==> src/rtl/ocp_conv_pkg.sv <==
// Shared types and helpers for the ROM-weight convolution scheduler.
package ocp_conv_pkg;

    localparam int unsigned SKID_DEPTH = 2;

    typedef enum logic [2:0] {
        IDLE     = 3'd0,
        ROM_WAIT = 3'd1,
        STREAM   = 3'd2,
        DRAIN    = 3'd3,
        DONE     = 3'd4
    } sched_state_t;

    // Address width for n locations, never below one bit.
    function automatic int unsigned width_of(input int unsigned n);
        return (n > 1) ? $clog2(n) : 1;
    endfunction

    // Width of a counter that must reach n itself.
    function automatic int unsigned count_width(input int unsigned n);
        return width_of(n + 1);
    endfunction

endpackage

==> src/rtl/ocp_sched_skid.sv <==
// Two-entry skid buffer between the feature memory and the engine pixel port.
// Tracks the single outstanding read so issue never overruns the storage.
module ocp_sched_skid
    import ocp_conv_pkg::*;
#(
    parameter int unsigned DATA_WIDTH = 8
) (
    input  logic                  clk,
    input  logic                  rst,
    input  logic                  rd_issue,
    input  logic [DATA_WIDTH-1:0] rd_data,
    input  logic                  out_ready,
    output logic                  out_valid_c,
    output logic [DATA_WIDTH-1:0] out_data_c,
    output logic                  can_issue_c,
    output logic                  empty_c
);

    localparam int unsigned PTR_W = width_of(SKID_DEPTH);
    localparam int unsigned CNT_W = count_width(SKID_DEPTH);

    logic [DATA_WIDTH-1:0] entry [SKID_DEPTH];
    logic [PTR_W-1:0]      rd_ptr;
    logic [PTR_W-1:0]      wr_ptr;
    logic [CNT_W-1:0]      count;
    logic                  in_flight;
    logic                  pop;
    logic                  pop_stored;
    logic                  push;

    // Returning data bypasses storage when the buffer is empty.
    assign out_valid_c = (count != '0) || in_flight;
    assign out_data_c  = (count != '0) ? entry[rd_ptr]
                       : (in_flight ? rd_data : '0);
    assign pop         = out_valid_c && out_ready;
    assign pop_stored  = pop && (count != '0);
    assign push        = in_flight && !(pop && (count == '0));
    assign can_issue_c = (count + CNT_W'(in_flight)) < CNT_W'(SKID_DEPTH);
    assign empty_c     = (count == '0) && !in_flight;

    always_ff @(posedge clk or posedge rst) begin
        if (rst) begin
            rd_ptr    <= '0;
            wr_ptr    <= '0;
            count     <= '0;
            in_flight <= 1'b0;
        end else begin
            in_flight <= rd_issue;
            if (push)
                wr_ptr <= wr_ptr + PTR_W'(1);
            if (pop_stored)
                rd_ptr <= rd_ptr + PTR_W'(1);
            if (push && !pop_stored)
                count <= count + CNT_W'(1);
            else if (!push && pop_stored)
                count <= count - CNT_W'(1);
        end
    end

    always_ff @(posedge clk) begin
        if (push)
            entry[wr_ptr] <= rd_data;
    end

endmodule

==> src/rtl/ocp_conv_scheduler.sv <==
// Channel sequencer for the ROM-weight 3x3 convolution engine.
// Optional perf counters are built when OCP_SCHED_PERF_EN is defined.
module ocp_conv_scheduler
    import ocp_conv_pkg::*;
#(
    parameter int unsigned IN_CHANNELS = 256,
    parameter int unsigned IMG_WIDTH   = 32,
    parameter int unsigned IMG_HEIGHT  = 32,
    parameter int unsigned OUT_PIX     = (IMG_WIDTH - 2) * (IMG_HEIGHT - 2),
    parameter int unsigned DATA_WIDTH  = 8,
    localparam int unsigned FRAME      = IMG_WIDTH * IMG_HEIGHT,
    localparam int unsigned CH_W       = width_of(IN_CHANNELS),
    localparam int unsigned PIX_W      = width_of(FRAME),
    localparam int unsigned FM_AW      = width_of(IN_CHANNELS * FRAME)
) (
    input  logic                  clk,
    input  logic                  rst,
    input  logic                  start,
    output logic                  busy,
    output logic                  done,
    output logic                  fm_rd_en,
    output logic [FM_AW-1:0]      fm_rd_addr,
    input  logic [DATA_WIDTH-1:0] fm_rd_data,
    output logic [DATA_WIDTH-1:0] din,
    output logic                  din_valid,
    input  logic                  din_ready,
    output logic [CH_W-1:0]       rom_addr,
    input  logic                  dout_valid,
    output logic [PIX_W-1:0]      psum_rd_addr,
    output logic                  psum_zero,
    output logic                  psum_wr_en,
    output logic [PIX_W-1:0]      psum_wr_addr,
    output logic                  last_ch
`ifdef OCP_SCHED_PERF_EN
    ,
    output logic [31:0]           perf_cycles,
    output logic [31:0]           perf_stalls
`endif
);

    localparam logic [CH_W-1:0] LAST_CH = CH_W'(IN_CHANNELS - 1);

    sched_state_t      state, state_nxt;
    logic [CH_W-1:0]   ch, ch_nxt;
    logic [PIX_W-1:0]  pix, pix_nxt;
    logic [PIX_W-1:0]  out_cnt, cnt_nxt;
    logic [FM_AW-1:0]  fm_addr, addr_nxt;
    logic              can_issue;
    logic              skid_empty;
    logic              chan_done;

    ocp_sched_skid #(.DATA_WIDTH(DATA_WIDTH)) u_skid (
        .clk         (clk),
        .rst         (rst),
        .rd_issue    (fm_rd_en),
        .rd_data     (fm_rd_data),
        .out_ready   (din_ready),
        .out_valid_c (din_valid),
        .out_data_c  (din),
        .can_issue_c (can_issue),
        .empty_c     (skid_empty)
    );

    assign fm_rd_en     = (state == STREAM) && can_issue;
    assign fm_rd_addr   = fm_addr;
    assign rom_addr     = ch;
    assign psum_wr_en   = dout_valid && ((state == STREAM) || (state == DRAIN))
                        && (out_cnt < PIX_W'(OUT_PIX));
    assign psum_wr_addr = out_cnt;
    assign psum_rd_addr = out_cnt;

    // Channel ends once the final write lands and nothing is left to deliver.
    assign chan_done = skid_empty
                     && ((out_cnt == PIX_W'(OUT_PIX))
                         || (psum_wr_en && (out_cnt == PIX_W'(OUT_PIX - 1))));

    always_comb begin
        state_nxt = state;
        ch_nxt    = ch;
        pix_nxt   = pix;
        cnt_nxt   = out_cnt;
        addr_nxt  = fm_addr;
        if (fm_rd_en) begin
            pix_nxt  = pix + PIX_W'(1);
            addr_nxt = fm_addr + FM_AW'(1);
        end
        if (psum_wr_en)
            cnt_nxt = out_cnt + PIX_W'(1);
        case (state)
            IDLE: begin
                if (start) begin
                    state_nxt = ROM_WAIT;
                    ch_nxt    = '0;
                    pix_nxt   = '0;
                    cnt_nxt   = '0;
                    addr_nxt  = '0;
                end
            end
            ROM_WAIT: state_nxt = STREAM;
            STREAM: begin
                if (fm_rd_en && (pix == PIX_W'(FRAME - 1)))
                    state_nxt = DRAIN;
            end
            DRAIN: begin
                if (chan_done) begin
                    if (ch == LAST_CH) begin
                        state_nxt = DONE;
                    end else begin
                        state_nxt = ROM_WAIT;
                        ch_nxt    = ch + CH_W'(1);
                        pix_nxt   = '0;
                        cnt_nxt   = '0;
                    end
                end
            end
            DONE:    state_nxt = IDLE;
            default: state_nxt = IDLE;
        endcase
    end

    // Status flags are registered from the next-state view so they align with state.
    always_ff @(posedge clk or posedge rst) begin
        if (rst) begin
            state     <= IDLE;
            ch        <= '0;
            pix       <= '0;
            out_cnt   <= '0;
            fm_addr   <= '0;
            busy      <= 1'b0;
            done      <= 1'b0;
            psum_zero <= 1'b0;
            last_ch   <= 1'b0;
        end else begin
            state     <= state_nxt;
            ch        <= ch_nxt;
            pix       <= pix_nxt;
            out_cnt   <= cnt_nxt;
            fm_addr   <= addr_nxt;
            busy      <= state_nxt inside {ROM_WAIT, STREAM, DRAIN};
            done      <= (state_nxt == DONE);
            psum_zero <= (state_nxt != IDLE) && (ch_nxt == '0);
            last_ch   <= (state_nxt != IDLE) && (ch_nxt == LAST_CH);
        end
    end

`ifdef OCP_SCHED_PERF_EN
    always_ff @(posedge clk or posedge rst) begin
        if (rst) begin
            perf_cycles <= '0;
            perf_stalls <= '0;
        end else if ((state == IDLE) && start) begin
            perf_cycles <= '0;
            perf_stalls <= '0;
        end else begin
            if (busy && (perf_cycles != '1))
                perf_cycles <= perf_cycles + 32'd1;
            if (din_valid && !din_ready && (perf_stalls != '1))
                perf_stalls <= perf_stalls + 32'd1;
        end
    end
`endif

endmodule

==> config.mk <==
export PLATFORM = sky130hd
export DESIGN_NAME = ocp_conv_scheduler
export DESIGN_NICKNAME = d
export VERILOG_FILES = /design/src/rtl/ocp_conv_pkg.sv /design/src/rtl/ocp_sched_skid.sv /design/src/rtl/ocp_conv_scheduler.sv
export SDC_FILE = /design/constraint.sdc
export NUM_CORES = 1
export LEC_CHECK = 0
export ABC_AREA = 1
export CELL_PAD_IN_SITES_DETAIL_PLACEMENT = 0
export CELL_PAD_IN_SITES_GLOBAL_PLACEMENT = 1
export CORE_ASPECT_RATIO = 0.6
export CORE_MARGIN = 3
export CORE_UTILIZATION = 48
export CTS_CLUSTER_DIAMETER = 30
export DETAILED_ROUTE_END_ITERATION = 16
export DONT_BUFFER_PORTS = 1
export HOLD_SLACK_MARGIN = 0.1
export PLACE_DENSITY = 0.81
export SLEW_MARGIN = 10
export SYNTH_ARGS = -nofsm -noshare
export SYNTH_HDL_FRONTEND = slang
export SYNTH_HIERARCHICAL = 1
export SYNTH_SLANG_ARGS = --single-unit
==> constraint.sdc <==
create_clock -name clk -period 3.3 [get_ports clk]
set_input_delay 0.495 -clock clk [delete_from_list [all_inputs] [get_ports clk]]
set_output_delay 0.495 -clock clk [all_outputs]
set_load 0.005 [all_outputs]
=== Word-level counts from Yosys, hierarchy flattened ===
Memory sizes are Yosys's and may differ from the RTL's.
Cells that the tools add are included.

* Bits in registers: 58
* Memory bits (writable): 16
* Memories: 1

* Mux-type cells: 28
* Add/sub/neg operators: 9
* $lt $le $gt $ge: 2
* Equal/unequal tests: 12
* Reduce and logical (&&, ||, !) cells: 29

{| class="wikitable"
|+ Memory list
! memory !! depth !! width !! read ports !! clocked after Yosys merged registers in !! wr ports !! RTL line !! source
|-
| u_skid.entry || 2 || 8 || 1 || 0 || 1 || ocp_sched_skid.sv:22 || <nowiki>logic [DATA_WIDTH-1:0] entry [SKID_DEPTH];</nowiki>
|}

{| class="wikitable"
|+ Operator list
! cell !! count
|-
| $mux 10 || 8
|-
| $mux 18 || 3
|-
| $mux 8 || 5
|-
| $pmux 10 s2 || 2
|-
| $eq 10x10->1 const B || 3
|-
| $add 10x1->10 const B || 2
|-
| $add 18x1->18 const B || 1
|-
| $eq 8x8->1 const B || 2
|-
| $pmux 8 s2 || 1
|-
| $logic_and 1x1->1 || 15
|-
| $eq 3x2->1 const B || 4
|-
| $mux 3 || 4
|-
| $pmux 3 s4 || 1
|-
| $lt 10x10->1 const B || 1
|-
| $add 8x1->8 const B || 1
|-
| $logic_not 8->1 || 1
|-
| $eq 3x1->1 const B || 2
|-
| $reduce_bool 3->1 || 2
|-
| $logic_not 1->1 || 4
|-
| $mux 2 || 2
|-
| $reduce_bool 2->1 || 2
|-
| $eq 3x3->1 const B || 1
|-
| $logic_not 3->1 || 1
|-
| $logic_or 1x1->1 || 3
|-
| 7 further kinds || 9
|}

=== Longest topological paths before layout ===
Gate-level depths: netlist (run 1).

* Depth after elaboration: 11
* Gate-level depth with buffers: 16

=== Modules after synthesis ===
Netlist (run 1), hierarchy kept.

{| class="wikitable"
|+ Modules (own cells, without submodules)
! module !! sequential area each (um^2) !! cells an instance !! times used !! area an instance (um^2)
|-
| ocp_conv_scheduler || 1,326.3 || 373 || 1 || 3,050.4
|-
| ocp_sched_skid || 605.6 || 89 || 1 || 935.9
|}

=== Worst setup path before layout (run 1) ===
No wires, ideal clock.

* Kind: register to register
* Start point: reg u_skid.count[0]
* End point: reg last_ch
* Stages on the path, launching flop included: 17
* Slack: 1.337 ns
* Path buffers: 2
* Arrival: 1.849 ns
* Data required time: 3.186 ns
* Path through: dfrtp_1 buf_6 inv_2 nand2_2 buf_6 nor2_1 nand2_1 nor2_2 nand3_4 nand2_4 nand2_1 nand2_1 inv_2 nand2_1 nor2_1 nand2_1 nor2_2

* Elaborated cells between the ends (all ways): 15
* Classes of those cells: add/sub (1); order compare (1); eq/ne (1); mux (5); reduce/logical (7)

{| class="wikitable"
|+ RTL lines
! what !! RTL line !! source
|-
| from (decl) || ocp_sched_skid.sv:25 || <nowiki>logic [CNT_W-1:0] count;</nowiki>
|-
| from (signal assigned) || ocp_sched_skid.sv:54 || <nowiki>count <= count + CNT_W'(1);</nowiki>
|-
| from (signal assigned) || ocp_sched_skid.sv:56 || <nowiki>count <= count - CNT_W'(1);</nowiki>
|-
| $logic_not 2->1 || ocp_sched_skid.sv:39 || <nowiki>assign empty_c = (count == '0) && !in_flight;</nowiki>
|-
| $logic_and 1x1->1 || ocp_sched_skid.sv:39 ||
|-
| named net skid_empty || ocp_conv_scheduler.sv:49 || <nowiki>logic skid_empty;</nowiki>
|-
| $logic_and 1x1->1 || ocp_conv_scheduler.sv:74 || <nowiki>&& ((out_cnt == PIX_W'(OUT_PIX))</nowiki>
|-
| $mux 8 || ocp_conv_scheduler.sv:105 || <nowiki>if (chan_done) begin</nowiki>
|-
| $pmux 8 s2 || ocp_conv_scheduler.sv:89 || <nowiki>case (state)</nowiki>
|-
| named net ch_nxt[0] || ocp_conv_scheduler.sv:44 || <nowiki>logic [CH_W-1:0] ch, ch_nxt;</nowiki>
|-
| $eq 8x8->1 || ocp_conv_scheduler.sv:142 || <nowiki>last_ch <= (state_nxt != IDLE) && (ch_nxt == LAST_CH);</nowiki>
|-
| $logic_and 1x1->1 || ocp_conv_scheduler.sv:142 ||
|-
| to (signal assigned) || ocp_conv_scheduler.sv:142 ||
|-
| to (decl) || ocp_conv_scheduler.sv:33 || <nowiki>output logic last_ch</nowiki>
|}

The timed path passes the listed nets, and every way through them passes these cells.
A chain may end at the register's enable or synchronous reset.

=== Worst setup path after layout (run 1) ===
* Start point: reg u_skid.count[0]
* End point: reg fm_addr[17] (netlist: fm_rd_addr[17])

* Word-level cells in the longest chain between the ends: 6

{| class="wikitable"
|+ RTL lines
! what !! RTL line !! source
|-
| $add 2x1->2 * || ocp_sched_skid.sv:38 || <nowiki>assign can_issue_c = (count + CNT_W'(in_flight)) < CNT_W'(SKID_DEPTH);</nowiki>
|-
| $lt 2x2->1 * || ocp_sched_skid.sv:38 ||
|-
| named net can_issue || ocp_conv_scheduler.sv:48 || <nowiki>logic can_issue;</nowiki>
|-
| $logic_and 1x1->1 * || ocp_conv_scheduler.sv:64 || <nowiki>assign fm_rd_en = (state == STREAM) && can_issue;</nowiki>
|-
| named net fm_rd_en || ocp_conv_scheduler.sv:21 || <nowiki>output logic fm_rd_en,</nowiki>
|-
| $mux 18 * || ocp_conv_scheduler.sv:83 || <nowiki>if (fm_rd_en) begin</nowiki>
|-
| $mux 18 || ocp_conv_scheduler.sv:91 || <nowiki>if (start) begin</nowiki>
|-
| $mux 18 * || ocp_conv_scheduler.sv:89 ||
|-
| named net addr_nxt[17] || ocp_conv_scheduler.sv:47 || <nowiki>logic [FM_AW-1:0] fm_addr, addr_nxt;</nowiki>
|-
| to (signal assigned) || ocp_conv_scheduler.sv:138 || <nowiki>fm_addr <= addr_nxt;</nowiki>
|-
| to (decl) || ocp_conv_scheduler.sv:47 ||
|}

Mark *: on every way through the listed nets, which the timed path passes. The rest lies on a longest branch.

==> flow_summary.ini, run 1 <==
[power]
power.net_switching_w = 0.001322
internal_power_w = 0.002155
share_seq_of_total_power = 0.430
power.density_nw_per_um2 = 803.3
power.share.clock = 0.280
ir_worst_vdd_mv = 0.2915
p_leak_nw = 1.964
power.switching_fraction = 0.3802
total_power_w = 0.003477
combinationalPowerShare = 0.290

[floorplanning]
dieHeight_um = 76.59
initial_core_util = 0.4998
core.rowCount = 25
die_width_um = 123.7
boundaryPins = 74
core_footprint_um2 = 7976
design.die.area_um2 = 9470

[sta]
final.setup.worst_slack_ps = 1037
fin_crit_ps = 2263
finalClockSkew_ps = 9.277
post-route-period-util = 0.6859
final.setup.tns_ps = 0
max_freq_mhz = 441.8
maxSlewViolCount = 0
slew_headroom = 0.4583
final_hold_viols = 0
rsz0062_at_grt = no
worst_pin_slew_ps = 811.4
setup_viol_count_final = 0

[clock_tree]
cts_tree = done
number_of_buffers_added_by_the_clock_tree_synthesis_step = 9
clk_pin_slew_ps = 60
clk-insertion-delay-late_ps = 340
cts_sinks = 74
number_of_gates_resized_after_cts = 0
ctsHtreeMaxLevel = 3
cts_root_buffer = sky130_fd_sc_hd__clkbuf_16
clockBufferDepth = 2

[synthesis]
count_of_flip_flops_with_a_built_in_enable_after_synthesis = 16
fraction_of_synthesis_flops_using_an_asynchronous_set_or_reset_pin = 0.7838
synth-seq-cells = 74
netlist.area_leader.share = 0.3641
yosys.area.top_type = sky130_fd_sc_hd__dfrtp_1
synthesis.area_per_instance_um2 = 8.628
mappedNetlistArea_um2 = 3986
yosys_warnings = 6
netlist-cell-type-count = 40
synthCells = 462
ys_dominant_reg_cell = sky130_fd_sc_hd__dfrtp_1
yosys-top-cells-area = sky130_fd_sc_hd__dfrtp_1 36%, sky130_fd_sc_hd__edfxtp_1 12%, sky130_fd_sc_hd__nand2_1 6.7%
sequential_share_of_the_synthesized_area = 0.4846
synthesis.nets = 480

[setup_path]
critical_path_peak_fanout = 12
cp-end-kind = flip-flop
worstPathRequired_ps = 3530
critical_path_arrival_ps = 2490
path_class = flip-flop to flip-flop
r2r-start = u_skid/count[0]
crit_path_start_kind = flip-flop
worst_setup_path_startpoint = u_skid/count[0]

[detailed_routing]
drtIter0Drc = 270
drt-total-wl_um = 9109
ant_nets = 0
firstDrtPassIters = 4
detailroute.via_count = 2974
via_density_per_instance = 5.181
routedWlPerCell_um = 15.87
drt_drc_violations_left = 0

[finish]
final_nets = 479
final_layout_size_suffix_gt1_frac = 0.1502
number_of_standard_cells_in_the_layout_taps_in_and_fillers_out = 574
num_antenna_cells = 0
synthToLayoutAreaGrowth_pct = 8.569
final_core_utilization = 0.5426

[global_route]
grt.overflow.total = 0
grt_start_max_net_pins = 38
first_global_vias = 2905
global_routing_usage_summed_across_all_routing_layers = 0.2125
antenna_found_initial = 0
grt_pass1_wl_um = 15420

[placement]
dp_cells = 557
pre_cts_slack_ps = 1041
hpwlAfterDp_um = 6646
gp_congestion = 0.8404
portBuffers = 0

[outcome]
status = complete, no violations

[run]
cap_viol_max_count = 0

[hold_path]
hold_path_class = input port to asynchronous set/reset pin
registers in the layout, indices dropped and copies added, names as in the netlist, 2 cells and up:
| signal | cells |
|---|---|
| fm_rd_addr | 18 |
| u_skid/entry | 16 |
| state | 3 |
| u_skid/count | 2 |
| psum_rd_addr | 10 |
| pix | 10 |
| rom_addr | 8 |
worst paths after layout:
| kind | end | slack [ps] | cells after the start |
|---|---|---|---|
| worst max-delay path | fm_rd_addr[17] | 1040 | 11 |
| min in group clk | u_skid/entry[1][0] | 240 | 0 |
| worst max register to register | fm_rd_addr[17] | 1040 | 11 |
| max in group asynchronous | rom_addr[4] | 2360 | 2 |
| worst min register to register | u_skid/wr_ptr | 490 | 2 |
| worst min-delay path | pix[4] | 190 | 1 |
layout by cell type, fill, tap and decap left out, types with 3 or more instances in the layout:
cell,synthesis,final
sky130_fd_sc_hd__nand2_1,71,71
sky130_fd_sc_hd__nor2_1,61,61
sky130_fd_sc_hd__inv_1,59,58
sky130_fd_sc_hd__dfrtp_1,58,58
sky130_fd_sc_hd__nand3_1,27,27
sky130_fd_sc_hd__o21ai_1,16,16
sky130_fd_sc_hd__a21oi_1,16,16
sky130_fd_sc_hd__edfxtp_1,16,16
sky130_fd_sc_hd__nand4_1,15,15
sky130_fd_sc_hd__o21ai_0,15,15
sky130_fd_sc_hd__inv_2,9,10
sky130_fd_sc_hd__xor2_1,10,10
sky130_fd_sc_hd__nor2_2,10,10
sky130_fd_sc_hd__nor3_1,9,9
sky130_fd_sc_hd__clkbuf_16,0,9
sky130_fd_sc_hd__nand2_2,7,7
sky130_fd_sc_hd__nand3_2,6,6
sky130_fd_sc_hd__nor2_4,5,5
sky130_fd_sc_hd__xnor2_1,5,5
sky130_fd_sc_hd__ha_1,5,5
sky130_fd_sc_hd__buf_4,12,4
sky130_fd_sc_hd__nand2_4,3,3
sky130_fd_sc_hd__o22ai_1,3,3
sky130_fd_sc_hd__clkbuf_1,1,3
critical path, cell delays in order (launching register included):
cell and delay, ps:
sky130_fd_sc_hd__dfrtp_1 460, sky130_fd_sc_hd__nand2_1 100, sky130_fd_sc_hd__xor2_1 150, sky130_fd_sc_hd__nand2_1 100, sky130_fd_sc_hd__nor2_4 250, sky130_fd_sc_hd__inv_2 130
sky130_fd_sc_hd__nor2_2 150, sky130_fd_sc_hd__nand3_2 160, sky130_fd_sc_hd__nor4_2 300, sky130_fd_sc_hd__nand2_1 140, sky130_fd_sc_hd__xor2_1 160, sky130_fd_sc_hd__nor2_1 60
cells in the mapped netlist (2+ instances only):
cell type / instances
sky130_fd_sc_hd__a21oi_1: 16
sky130_fd_sc_hd__inv_2: 9
sky130_fd_sc_hd__nor3_2: 2
sky130_fd_sc_hd__nand3_2: 6
sky130_fd_sc_hd__o21ai_0: 15
sky130_fd_sc_hd__ha_1: 5
sky130_fd_sc_hd__buf_6: 2
sky130_fd_sc_hd__nor2_4: 5
sky130_fd_sc_hd__nand4_1: 15
sky130_fd_sc_hd__nor2_1: 61
sky130_fd_sc_hd__dfrtp_1: 58
sky130_fd_sc_hd__nand2_2: 7
sky130_fd_sc_hd__nand2_1: 71
sky130_fd_sc_hd__edfxtp_1: 16
sky130_fd_sc_hd__buf_2: 2
sky130_fd_sc_hd__o21ai_1: 16
sky130_fd_sc_hd__o21ai_2: 2
sky130_fd_sc_hd__nor4_2: 2
sky130_fd_sc_hd__xor2_1: 10
sky130_fd_sc_hd__buf_4: 12
sky130_fd_sc_hd__o22ai_1: 3
sky130_fd_sc_hd__nor3_1: 9
sky130_fd_sc_hd__o21a_1: 2
sky130_fd_sc_hd__nand2_4: 3
sky130_fd_sc_hd__nand3_1: 27
sky130_fd_sc_hd__nor2_2: 10
sky130_fd_sc_hd__xnor2_1: 5
sky130_fd_sc_hd__inv_1: 59
per-stage QoR:
| step | hold slack [ps] | cell area (µm²) |
|---|---|---|
| finish | 187.3 | 4328 |
| global route | 230.9 | 4328 |
| CTS | 202.1 | 4328 |
| detailed placement | 297.7 | 4025 |
| global placement | 303.2 | 4025 |
| floorplan | 273.5 | 3986 |
logic make-up after synthesis:
| family | Yosys count | share of synthesized area |
|---|---|---|
| compound gates | 58 | 0.08224 |
| xor+xnor | 15 | 0.03296 |
| fa+ha+maj | 5 | 0.01569 |
| buf+inv | 86 | 0.09667 |
| flops | 74 | 0.4846 |
| simple gates | 224 | 0.2878 |
metal layers:
metal | global-route usage | up-vias | part of all wire | wire [µm]
met2 | 0.2717 | 76 | 0.40 | 3676
li1 | - | 1489 | - | -
met5 | 0 | - | 0 | 0
met4 | 0.05635 | 0 | 0.011 | 100
met1 | 0.3321 | 1401 | 0.51 | 4617
met3 | 0.07864 | 8 | 0.078 | 715
power groups by stage:
stage	logic, W	clock network [W]	registers, W
6_report	0.00101	0.000974	0.00149
5_1_grt	0.00116	0.00104	0.00154
4_1_cts	0.00102	0.000993	0.00150
3_5_place_dp	0.00101	0	0.00151
3_3_place_gp	0.000988	0	0.00151
2_1_floorplan	0.000931	0	0.00142
area by class of cell:
type / instances / area, µm²
clock buffer: 13 / 250.2
clock inverter: 3 / 42.54
fill: 737 / 3649
inverter: 69 / 259.0
multi-input combinational: 302 / 1669
sequential: 74 / 1932
tap: 108 / 135.1
timing repair buffer: 5 / 40.04
repair_timing:
item                      CTS  global route
hold endpoints to repair    5             0
setup buffers               0             0
hold buffers                1             0
Note: power is estimated with default switching activity, not from simulation.
==> run 2, diff against run 1 <==
CORE_UTILIZATION = 47   (was 48)
PLACE_DENSITY = 0.8   (was 0.81)
clock period = 2.3 ns   (was 3.3 ns; I/O delays follow)
==> run 2 against run 1 <==
Non-clock buffer count increased by 13. Cell count increased by 2.3%. Die area increased by 2.0%. Utilization increased by 1.4 points. Sequential power increased by 44%. First-iteration DRC count decreased by 20%. Clock-buffer cell count decreased by 4. Combinational power increased by 50%. Sequential cell count unchanged.
==> flow_summary.ini, run 2 (same netlist as run 1, synthesis figures left out) <==
[outcome]
status = complete, no violations

[setup_path]
critical_path.endpoint = last_ch
critical_path.reg2reg.endpoint = last_ch
worst_r2r_path_depth = 15
cp-end-kind = flip-flop
critical_path_peak_fanout = 7
setup.reg_to_reg.worst_slack_ps = 190
worst_setup_path_startpoint = rom_addr[0]
r2r-start = rom_addr[0]
crit_path_start_kind = flip-flop
critical_path_arrival_ps = 2380
worstPathRequired_ps = 2570
path_class = flip-flop to flip-flop

[sta]
rsz0062_at_grt = no
maxSlewViolCount = 0
worst_hold_margin_ps = 167.2
slew_headroom = 0.6100
fin_crit_ps = 2111
setup_viol_count_final = 0
max_freq_mhz = 473.6
final_hold_viols = 0
post-route-period-util = 0.9180
final.setup.tns_ps = 0
finalClockSkew_ps = 6.118
worst_pin_slew_ps = 584.4

[floorplanning]
design.die.area_um2 = 9659
dieHeight_um = 77.34
core.rowCount = 25
core_footprint_um2 = 8039
die_width_um = 124.9
boundaryPins = 74
initial_core_util = 0.4959

[placement]
gp_congestion = 0.8613
portBuffers = 0
hpwlAfterDp_um = 6782

[detailed_routing]
wl_met3_um = 679
detailroute.via_count = 3042
amount_of_wire_on_met2_after_detailed_routing_um = 3647
ant_nets = 0
highest_layer = met4
via_density_per_instance = 5.182
firstDrtPassIters = 4
drt-total-wl_um = 9430
drt_drc_violations_left = 0
routedWlPerCell_um = 16.06
drtIter0Drc = 217
wl_met1_um = 5006

[finish]
multi_input_comb_area_um2 = 1674
filler_cell_count = 726
final_core_utilization = 0.5569
final_cell_mix = 71 x sky130_fd_sc_hd__nand2_1, 61 x sky130_fd_sc_hd__nor2_1, 58 x sky130_fd_sc_hd__inv_1, 58 x sky130_fd_sc_hd__dfrtp_1, 27 x sky130_fd_sc_hd__nand3_1
mostFrequentLayoutCell = sky130_fd_sc_hd__nand2_1
regArea_um2 = 1932
largest_register_ffs = 18
num_antenna_cells = 0
final_layout_size_suffix_gt1_frac = 0.1628
final_nets = 492
synthToLayoutAreaGrowth_pct = 12.30

[global_route]
grt_start_max_net_pins = 25
first_global_vias = 2949
antenna_found_initial = 0
grt.overflow.total = 0
global_routing_usage_summed_across_all_routing_layers = 0.2097
grt_pass1_wl_um = 15970

[power]
total_power_w = 0.005163
p_leak_nw = 2.033
power.density_nw_per_um2 = 1153
ir_worst_vdd_mv = 0.4331

[clock_tree]
cts_sinks = 74
cts_root_buffer = sky130_fd_sc_hd__clkbuf_16
postCtsSetupBuffers = 0
cts_tree = done
clk-insertion-delay-late_ps = 330
number_of_buffers_added_by_the_clock_tree_synthesis_step = 9
ctsHtreeMaxLevel = 3
clockBufferDepth = 2
clk_pin_slew_ps = 60

[run]
cap_viol_max_count = 0

[hold_path]
whs_path_depth = 2
hold_path_class = input port to flip-flop
## run 2: critical path, stage by stage, from the launching register on
cell and delay (ps):
sky130_fd_sc_hd__dfrtp_1 480, sky130_fd_sc_hd__ha_1 190, sky130_fd_sc_hd__inv_1 70, sky130_fd_sc_hd__nor2_1 230
sky130_fd_sc_hd__nand2_1 110, sky130_fd_sc_hd__nand2_1 130, sky130_fd_sc_hd__nor2_4 70, sky130_fd_sc_hd__nand3_4 170
sky130_fd_sc_hd__nand2_4 60, sky130_fd_sc_hd__nand2_1 70, sky130_fd_sc_hd__nand2_1 110, sky130_fd_sc_hd__inv_2 80
sky130_fd_sc_hd__nand2_1 50, sky130_fd_sc_hd__nor2_1 80, sky130_fd_sc_hd__nand2_1 80, sky130_fd_sc_hd__nor2_2 80
## run 2: layout make-up
class	instances	share of cell area
Clock inverter	7	0.02096
Inverter	69	0.05785
Clock buffer	9	0.05031
Multi-Input combinational cell	302	0.3740
Tap cell	108	0.03018
Timing Repair Buffer	18	0.03522
Sequential cell	74	0.4315
## run 2: report_power, final
group          internal (W)  switching [W]  total, W
Clock              0.000947       0.000554   0.00150
Combinational      0.000531       0.000987   0.00152
Sequential          0.00173       0.000413   0.00214
Total               0.00321        0.00195   0.00516
## run 2: routing by layer
metal  vias to the layer above  global-route usage
li1                       1518                   -
met1                      1421              0.3218
met2                        93              0.2716
met3                        10             0.08184
met4                         0             0.05628
met5                         -                   0
## run 2: worst min path at each step
stage	start	end	slack (ps)
2_1_floorplan	rst	u_skid/count[0]	120
3_3_place_gp	rst	u_skid/in_flight	180
3_5_place_dp	rst	u_skid/rd_ptr	190
6_report	din_ready	u_skid/rd_ptr	170
5_1_grt	din_ready	u_skid/rd_ptr	150
4_1_cts	din_ready	u_skid/rd_ptr	160
## run 2: what timing repair did
action	CTS	global route
resized for setup	0	1
setup endpoints to repair	0	1
hold endpoints to repair	43	0
hold buffers	9	0
## run 2: metrics by stage
stage                     area (µm²)  setup WS, ps  instances
after global placement          4063         186.7        562
after floorplan                 3986         336.7        462
after CTS                       4472         129.1        587
final                           4477         188.5        587
after global routing            4477         14.60        587
after detailed placement        4063         161.2        562
==> run 3, diff against run 2 <==
ABC_AREA = not set   (was 1)
CELL_PAD_IN_SITES_DETAIL_PLACEMENT = 2   (was 0)
CELL_PAD_IN_SITES_GLOBAL_PLACEMENT = 2   (was 1)
CORE_UTILIZATION = 40   (was 47)
==> run 3 against run 2 <==
Utilization decreased by 4.2 points. Area after synthesis decreased by 5.7%. Critical path depth decreased by 9. Routed wire length increased by 40%. Die area increased by 10%. Clock-buffer cell count increased by 3. Register-to-register slack got worse by 160 ps. Clock power decreased by 9%. Critical endpoint is now psum_zero. Via count increased by 0.39%. Cell area increased by 1.3%. Synthesized cell count decreased by 22%. Worst hold slack improved by 68 ps.
==> flow_summary.ini, run 3 <==
[finish]
final_cell_mix = 57 x sky130_fd_sc_hd__dfrtp_1, 40 x sky130_fd_sc_hd__buf_4, 38 x sky130_fd_sc_hd__nor2_1
largest_register_ffs = 18
number_of_standard_cells_in_the_layout_taps_in_and_fillers_out = 532
num_antenna_cells = 0
mostFrequentLayoutCell = sky130_fd_sc_hd__dfrtp_1
synthToLayoutAreaGrowth_pct = 20.67
final_nets = 419
filler_cell_count = 887
final_layout_size_suffix_gt1_frac = 0.2069
final_core_utilization = 0.5145

[detailed_routing]
routedWlPerCell_um = 24.87
drtIter0Drc = 197
drt-total-wl_um = 13230
drt_drc_violations_left = 0
firstDrtPassIters = 4
ant_nets = 0
detailroute.via_count = 3054
via_density_per_instance = 5.741

[floorplanning]
design.die.area_um2 = 10630
die_width_um = 131.1
core.rowCount = 26
core_footprint_um2 = 8816
dieHeight_um = 81.09
initial_core_util = 0.4263
boundaryPins = 74

[power]
p_leak_nw = 1.832
power.share.clock = 0.392
share_seq_of_total_power = 0.436
power.switching_fraction = 0.2914
ir_worst_vdd_mv = 0.4892
internal_power_w = 0.002474
power.net_switching_w = 0.001017
combinationalPowerShare = 0.172
power.density_nw_per_um2 = 769.7

[synthesis]
fraction_of_synthesis_flops_using_an_asynchronous_set_or_reset_pin = 0.7838
synthCells = 362
synthesis.area_per_instance_um2 = 10.38
synth_most_common_cell = sky130_fd_sc_hd__dfrtp_1
yosys-top-cells-area = sky130_fd_sc_hd__dfrtp_1 39%, sky130_fd_sc_hd__edfxtp_1 13%, sky130_fd_sc_hd__xor2_1 4.7%
synth-seq-cells = 74
netlist.area_leader.share = 0.3862
yosys.area.top_type = sky130_fd_sc_hd__dfrtp_1
mappedNetlistArea_um2 = 3759
netlist-cell-type-count = 57
synth_top_cells_by_count = 58 x sky130_fd_sc_hd__dfrtp_1, 39 x sky130_fd_sc_hd__nor2_1, 24 x sky130_fd_sc_hd__nand3_1
sequential_share_of_the_synthesized_area = 0.5140
yosys_warnings = 6
synthesis.nets = 380
count_of_flip_flops_with_a_built_in_enable_after_synthesis = 16
ys_dominant_reg_cell = sky130_fd_sc_hd__dfrtp_1

[global_route]
global_routing_usage_summed_across_all_routing_layers = 0.2585
grt.overflow.total = 0
grt_pass1_wl_um = 20770
first_global_vias = 3389
antenna_found_initial = 0
grt_start_max_net_pins = 24

[sta]
maxSlewViolCount = 0
post-route-period-util = 0.9886
rsz0062_at_grt = yes
final_hold_viols = 0
setup_viol_count_final = 0
final.setup.worst_slack_ps = 26.14
worst_hold_margin_ps = 235.1
slew_headroom = 0.6148
max_freq_mhz = 439.8
finalClockSkew_ps = 6.156
fin_crit_ps = 2274
worst_pin_slew_ps = 577.9

[setup_path]
worstPathRequired_ps = 2510
critical_path_peak_fanout = 6
path_cells = nand3b_1, nor4_1, a41o_2, o22ai_2, or2_1, a2111oi_2
critical_path_arrival_ps = 2490
cp_max_stage_cell = sky130_fd_sc_hd__dfrtp_1
top_delay_family_on_crit_path = simple AND/OR/NAND/NOR gates
cp_slowest_stage_delay_ps = 480
path_class = flip-flop to flip-flop
crit_buf_inv = 0
cp-end-kind = flip-flop
crit_path_start_kind = flip-flop

[placement]
hpwlAfterDp_um = 8539
dp_cells = 503
gp_congestion = 0.7756
portBuffers = 0
pre_cts_slack_ps = -61.23

[clock_tree]
clk_pin_slew_ps = 60
cts_root_buffer = sky130_fd_sc_hd__clkbuf_16
clk-insertion-delay-late_ps = 340
number_of_buffers_added_by_the_clock_tree_synthesis_step = 9
cts_sinks = 74
ctsHtreeMaxLevel = 3
cts_tree = done
clockBufferDepth = 2

[run]
cap_viol_max_count = 0

[outcome]
status = complete, no violations

[hold_path]
hold_path_class = input port to flip-flop
run 3: layout make-up:
class / instances / area [µm²] / area share
clock buffers: 12 / 257.7 / 0.05683
well taps: 126 / 157.7 / 0.03476
repair buffers: 52 / 426.7 / 0.09407
inverters: 11 / 41.29 / 0.009103
clock inverters: 4 / 25.02 / 0.005517
flip-flops and latches: 74 / 1933 / 0.4262
multi-input cells: 253 / 1694 / 0.3735
run 3: repair_timing:
item	4_1_cts	5_1_grt
hold buffers	9	0
setup buffers	0	3
pin swaps	0	2
setup endpoints to repair	3	8
gates resized for setup	5	6
hold endpoints to repair	42	0
gates cloned	0	1
run 3: cell families (layout without fill, tap and decap cells):
kind of cell    Yosys count  count (layout)  share of synthesized area
simple gates            152             152                     0.2200
fa+ha+maj                 5               5                    0.01664
mux                      18              18                    0.04827
flops                    74              74                     0.5140
xor+xnor                 31              31                    0.07224
compound gates           47              47                    0.07756
buf+inv                  35              79                    0.05126
run 3: per-layer routing:
layer  vias to the layer above  track usage  part of all wire  wire length [µm]
met4                         0      0.09329             0.019               252
met5                         -            0                 0                 0
met3                        19      0.06683             0.051               678
met1                      1579       0.3254              0.45              6009
met2                        97       0.4406              0.48              6291
li1                       1359            -                 -                 -
run 3: power by group through the flow:
stage | Clock [W] | Combinational [W] | Sequential (W)
global route | 0.00145 | 0.000672 | 0.00153
detailed placement | 0 | 0.000557 | 0.00154
finish | 0.00137 | 0.000602 | 0.00152
floorplan | 0 | 0.000317 | 0.00157
CTS | 0.00138 | 0.000596 | 0.00152
global placement | 0 | 0.000513 | 0.00153
run 3: worst paths after layout:
path	startpoint	end	slack [ps]	depth (start not counted)
worst max register to register	state[2]	psum_zero	30	6
max in group asynchronous	rst	state[0]	990	3
worst min register to register	pix[3]	pix[3]	550	2
worst max-delay path	state[2]	psum_zero	30	6
worst min-delay path	din_ready	u_skid/rd_ptr	240	2
min in group asynchronous	rst	u_skid/count[1]	490	2
run 3: stage by stage:
step | total power [W] | setup TNS, ps | cell area, µm²
4_1_cts | 0.003497 | 0 | 4479
6_report | 0.003491 | 0 | 4536
3_3_place_gp | 0.002043 | 0 | 4091
2_1_floorplan | 0.001890 | 0 | 3759
3_5_place_dp | 0.002098 | -61.23 | 4091
5_1_grt | 0.003657 | -174.2 | 4536
